[config.mk]
export PLATFORM = sky130hd
export DESIGN_NAME = pipe_hazard_ctrl
export DESIGN_NICKNAME = d
export VERILOG_FILES = /design/src/rtl/pipe_hazard_ctrl.sv
export SDC_FILE = /design/constraint.sdc
export NUM_CORES = 1
export LEC_CHECK = 0
export CAP_MARGIN = 0
export CORE_UTILIZATION = 40
export DETAILED_ROUTE_END_ITERATION = 8
export GPL_ROUTABILITY_DRIVEN = 0
export PLACE_DENSITY = 0.78
export SLEW_MARGIN = 10
export SYNTH_ARGS = -nofsm -noshare
export SYNTH_HDL_FRONTEND = slang
export SYNTH_SLANG_ARGS = --single-unit
[constraint.sdc]
create_clock -name clk -period 1.8 [get_ports clk]
set_input_delay 0.18 -clock clk [delete_from_list [all_inputs] [get_ports clk]]
set_output_delay 0.18 -clock clk [all_outputs]
set_load 0.02 [all_outputs]
[src/rtl/pipe_hazard_ctrl.sv]
// Hazard and sequencing controller for the five-stage pipeline: load-use, memory wait, redirect flush, ebreak halt.
// Optional performance counters are enabled by defining HAZARD_PERF_CNT_EN.
module pipe_hazard_ctrl #(
   parameter int REG_ADDR_WIDTH = 5,
   parameter int FLUSH_CYCLES   = 2,
   parameter int CNT_WIDTH      = 32
) (
   input  logic                      clk,
   input  logic                      rst_n,
   input  logic                      id_valid,
   input  logic                      id_rs1_ren,
   input  logic                      id_rs2_ren,
   input  logic [REG_ADDR_WIDTH-1:0] id_rs1_addr,
   input  logic [REG_ADDR_WIDTH-1:0] id_rs2_addr,
   input  logic                      ex_valid,
   input  logic                      ex_is_load,
   input  logic                      ex_reg_wen,
   input  logic [REG_ADDR_WIDTH-1:0] ex_rd_addr,
   input  logic                      ex_redirect,
   input  logic                      ex_ebreak,
   input  logic                      mem_req,
   input  logic                      mem_ack,
   output logic                      pc_stall,
   output logic                      if_id_stall,
   output logic                      if_id_flush,
   output logic                      id_ex_hold,
   output logic                      id_ex_bubble,
   output logic                      halted
`ifdef HAZARD_PERF_CNT_EN
   ,
   output logic [CNT_WIDTH-1:0]      perf_stall_cnt,
   output logic [CNT_WIDTH-1:0]      perf_flush_cnt
`endif
);

   typedef enum logic [1:0] {
      ST_RUN,
      ST_MEM_WAIT,
      ST_FLUSH,
      ST_HALT
   } state_t;

   if (FLUSH_CYCLES < 1 || FLUSH_CYCLES > 15 || CNT_WIDTH < 1) begin : g_param_check
      $error("pipe_hazard_ctrl: illegal parameter value");
   end

   // The redirect cycle itself is the first bubble, so FLUSH covers the remaining FLUSH_CYCLES-1.
   localparam logic [3:0] FCNT_INIT = (FLUSH_CYCLES > 1) ? 4'(FLUSH_CYCLES - 2) : 4'd0;

   state_t     state;
   state_t     state_next;
   logic [3:0] fcnt;
   logic [3:0] fcnt_next;
   logic       stall;
   logic       redirect_accept;
   logic       mem_stall;
   logic       load_use;

   assign mem_stall = mem_req & ~mem_ack;

   assign load_use = id_valid & ex_valid & ex_is_load & ex_reg_wen
                   & (ex_rd_addr != '0)
                   & ((id_rs1_ren & (id_rs1_addr == ex_rd_addr))
                    | (id_rs2_ren & (id_rs2_addr == ex_rd_addr)));

   assign pc_stall    = stall;
   assign if_id_stall = stall;

   always_comb begin
      state_next      = state;
      fcnt_next       = fcnt;
      stall           = 1'b0;
      if_id_flush     = 1'b0;
      id_ex_hold      = 1'b0;
      id_ex_bubble    = 1'b0;
      redirect_accept = 1'b0;
      case (state)
         ST_RUN: begin
            if (mem_stall) begin
               stall      = 1'b1;
               id_ex_hold = 1'b1;
               state_next = ST_MEM_WAIT;
            end else if (ex_valid && ex_ebreak) begin
               stall        = 1'b1;
               id_ex_bubble = 1'b1;
               state_next   = ST_HALT;
            end else if (ex_redirect) begin
               if_id_flush     = 1'b1;
               id_ex_bubble    = 1'b1;
               redirect_accept = 1'b1;
               if (FLUSH_CYCLES > 1) begin
                  fcnt_next  = FCNT_INIT;
                  state_next = ST_FLUSH;
               end
            end else if (load_use) begin
               stall        = 1'b1;
               id_ex_bubble = 1'b1;
            end
         end
         ST_MEM_WAIT: begin
            if (mem_stall) begin
               stall      = 1'b1;
               id_ex_hold = 1'b1;
            end else begin
               state_next = ST_RUN;
            end
         end
         ST_FLUSH: begin
            if (mem_stall) begin
               stall      = 1'b1;
               id_ex_hold = 1'b1;
            end else begin
               if_id_flush  = 1'b1;
               id_ex_bubble = 1'b1;
               if (fcnt == 4'd0) begin
                  state_next = ST_RUN;
               end else begin
                  fcnt_next = fcnt - 4'd1;
               end
            end
         end
         ST_HALT: begin
            stall        = 1'b1;
            id_ex_bubble = 1'b1;
         end
         default: begin
            state_next = ST_RUN;
         end
      endcase
   end

   // HALT is only left through reset, so halted simply tracks entry into it.
   always_ff @(posedge clk or negedge rst_n) begin
      if (!rst_n) begin
         state  <= ST_RUN;
         fcnt   <= 4'd0;
         halted <= 1'b0;
      end else begin
         state  <= state_next;
         fcnt   <= fcnt_next;
         halted <= (state_next == ST_HALT);
      end
   end

`ifdef HAZARD_PERF_CNT_EN
   always_ff @(posedge clk or negedge rst_n) begin
      if (!rst_n) begin
         perf_stall_cnt <= '0;
         perf_flush_cnt <= '0;
      end else begin
         if (stall && (state != ST_HALT) && (perf_stall_cnt != '1)) begin
            perf_stall_cnt <= perf_stall_cnt + CNT_WIDTH'(1);
         end
         if (redirect_accept && (perf_flush_cnt != '1)) begin
            perf_flush_cnt <= perf_flush_cnt + CNT_WIDTH'(1);
         end
      end
   end
`endif

endmodule
==> flow_summary_export.csv <==
group,metric,value,unit
sta,finClkSkew,3.429,ps
floorplan,die_h,44.45,µm
critical_path,path_class,"reg2out",
place,io_buffers,32,
routing,wirelength,2921,µm
finish,final_cell_area,1429,µm²
sta,fin_hold_ws,200.7,ps
yosys,syn-cell-area,720.7,µm²
sta,timing.final.crit_share,101.4,%
clock_tree,ctsHoldBuffers,0,
sta,fmaxAchievable,547.6,MHz
critical_path,r2r_cells,8,
sta,setup_viol,1,
yosys,synth.avg_cell_area,8.479,µm²
yosys,synth_async_sr_flop_share,100.0,%
floorplan,core_area,1594,µm²
floorplan,initial_core_util,45.21,%
grt,grt_start_max_net_pins,8,
grt,grt_pass1_vias,858,
critical_path,r2r_slack,10,ps
yosys,synthTopCellsByArea,"dfrtp_1, ha_1, xor2_1",
clock_tree,clock_sinks,7,
place,hpwl,1885,µm
place,place_inst,163,
floorplan,row_count,14,
yosys,synth_nets,118,
sta,rsz0062_at_grt,"true",
clock_tree,cts_made_buffers,3,
floorplan,ios,33,
sta,slew_headroom,76.44,%
sta,period_minus_slack,1826,ps
sta,worstMarginPinSlew,349.7,ps
finish,syn2layout_area_growth,98.26,%
outcome,status,"finished with violations",
yosys,netlist.area_leader.share,24.31,%
routing,drc,0,
critical_path,r2r-start,"state[1]",
yosys,synth_cell_types,32,
finish,instances_no_fill,169,
grt,antenna_found_initial,0,
yosys,yosysMostFrequentCell,"xor2_1",
finish,drive_above_1_share,38.62,%
yosys,yosys.area.top_type,"dfrtp_1",
finish,antenna_cells,0,
critical_path,crit_arrival,1650,ps
routing,drt_pass1_iterations,4,
finish,fillers,70,
flow_run,maxCapViolCount,0,
routing,wire_per_inst,17.28,µm
yosys,ys_seq_area_share,24.31,%
hold_path,hold_class,"in2async",
sta,drv_slew,0,
clock_tree,tritoncts,"yes",
clock_tree,cts_htree_levels,1,
routing,num_vias,914,
critical_path,cp-start-kind,"flop",
critical_path,setup.worst_path.end,"if_id_flush",
routing,dr.first_iter.drc_count,16,
clock_tree,clock_path_buffers,2,
routing,detail-route-antenna-nets,0,
place,postPlaceCellArea,1236,µm²
critical_path,r2r-end,"halted",
routing,vias_per_cell,5.408,
floorplan,fp.dieArea,1975,µm²
grt,grtUsageTotal,24.64,%
floorplan,die_x,44.45,µm
yosys,synthCells,85,
outcome,violations,"negative setup slack",
sta,final_hold_viol_count,0,
critical_path,critical_path_peak_fanout,5,
finish,final_net_count,179,
power,power_density,1259,nW/µm²
critical_path,crit_path_start,"state[1]",
sta,setup_slack,-26.06,ps
critical_path,endpoint_kind,"primary output",
yosys,ys.flop_type,"dfrtp_1",
yosys,synth_edf_count,0,
power,leakagePower,0.6692,nW
yosys,ys_top_cells_by_count,"xor2_1, dfrtp_1, nand2_1",
critical_path,cp.required,1620,ps
clock_tree,clkLatencyLatePin,250,ps
clock_tree,clk_pin_slew,60,ps
grt,grt.overflow.total,0,
yosys,yosys_warnings,0,
power,peakVddDrop,1.043,mV
yosys,ys_ff_latch,7,
grt,grt_pass1_wl,3581,µm
clock_tree,root_buffer,"clkbuf_4",
-- timing repair --
action / CTS / global route
setup endpoints to repair: 9 / 11
gates resized for setup: 33 / 32
pin swaps: 8 / 11
buffers inserted: 0 / 2
-- state kept, by name, summed over array words and instances (netlist names) --
signal,flops
halted,1
fcnt,4
state,2
-- logic make-up after synthesis --
kind of cell    count (synthesis)  synth area share, %
buf+inv                         8                5.208
simple gates                   34                26.04
xor+xnor                       10                12.15
flops                           7                24.31
fa+ha+maj                       6                10.42
compound gates                 18                19.10
mux                             2                2.778
-- layer usage --
metal | global-route usage (%) | wire [µm] | vias up
met5 | 0 | 0 | -
met4 | 0.6061 | 118 | 0
met3 | 7.347 | 140 | 12
met2 | 47.94 | 1651 | 41
met1 | 27.50 | 1011 | 434
li1 | - | - | 427
-- area by class of cell --
class                   instances  area (µm²)  area share, %
flip-flops and latches          7       175.2          12.26
multi-input cells              70       638.1          44.66
clock buffers                   4       26.28          1.839
inverters                       6       22.52          1.576
well taps                      24       30.03          2.102
repair buffers                 58       536.8          37.57
-- cells in the final DEF (no fill, tap or decap), types with 4 or more instances in the layout --
cell / synthesis / layout
dlymetal6s2s_1: 0 / 5
buf_4: 2 / 22
xor2_1: 8 / 8
dfrtp_1: 7 / 7
nor2_1: 5 / 4
dlygate4sd2_1: 0 / 4
buf_6: 0 / 7
clkdlybuf4s50_1: 0 / 18
a21oi_1: 6 / 5
nand2_1: 7 / 7
-- per-stage QoR --
stage	power (mW)	setup TNS [ps]	setup slack, ps	utilization (%)
after floorplan	0.8084	0	3.819	-
after global placement	1.257	-1624	-474.6	77.55
after detailed placement	1.295	-2162	-600.1	77.55
after CTS	1.518	0	0.4723	81.00
after global routing	1.891	-222.8	-94.62	89.64
final	1.799	-26.06	-26.06	89.64
-- report_power, final --
part           switching [mW]  leakage (nW)  internal [mW]
logic                   0.654         0.563          0.737
clock network          0.0640        0.0150         0.0850
registers              0.0431        0.0915          0.216
-- worst max-delay path, stage by stage, from the launching register on --
cell and delay, ps:
dfrtp_1 410, inv_2 120, ha_4 170, buf_4 150, nand4_1 140, nand2_1 110
clkdlybuf4s15_1 300
-- worst min path at each step --
stage	startpoint	endpoint	slack, ps	cells after the start
6_report	rst_n	state[0]	200	1
5_1_grt	rst_n	state[0]	230	1
4_1_cts	rst_n	fcnt[2]	190	1
3_5_place_dp	rst_n	fcnt[2]	470	1
3_3_place_gp	rst_n	fcnt[2]	460	1
2_1_floorplan	rst_n	fcnt[0]	-120	0
No activity file was read; power rests on OpenSTA's default activity.
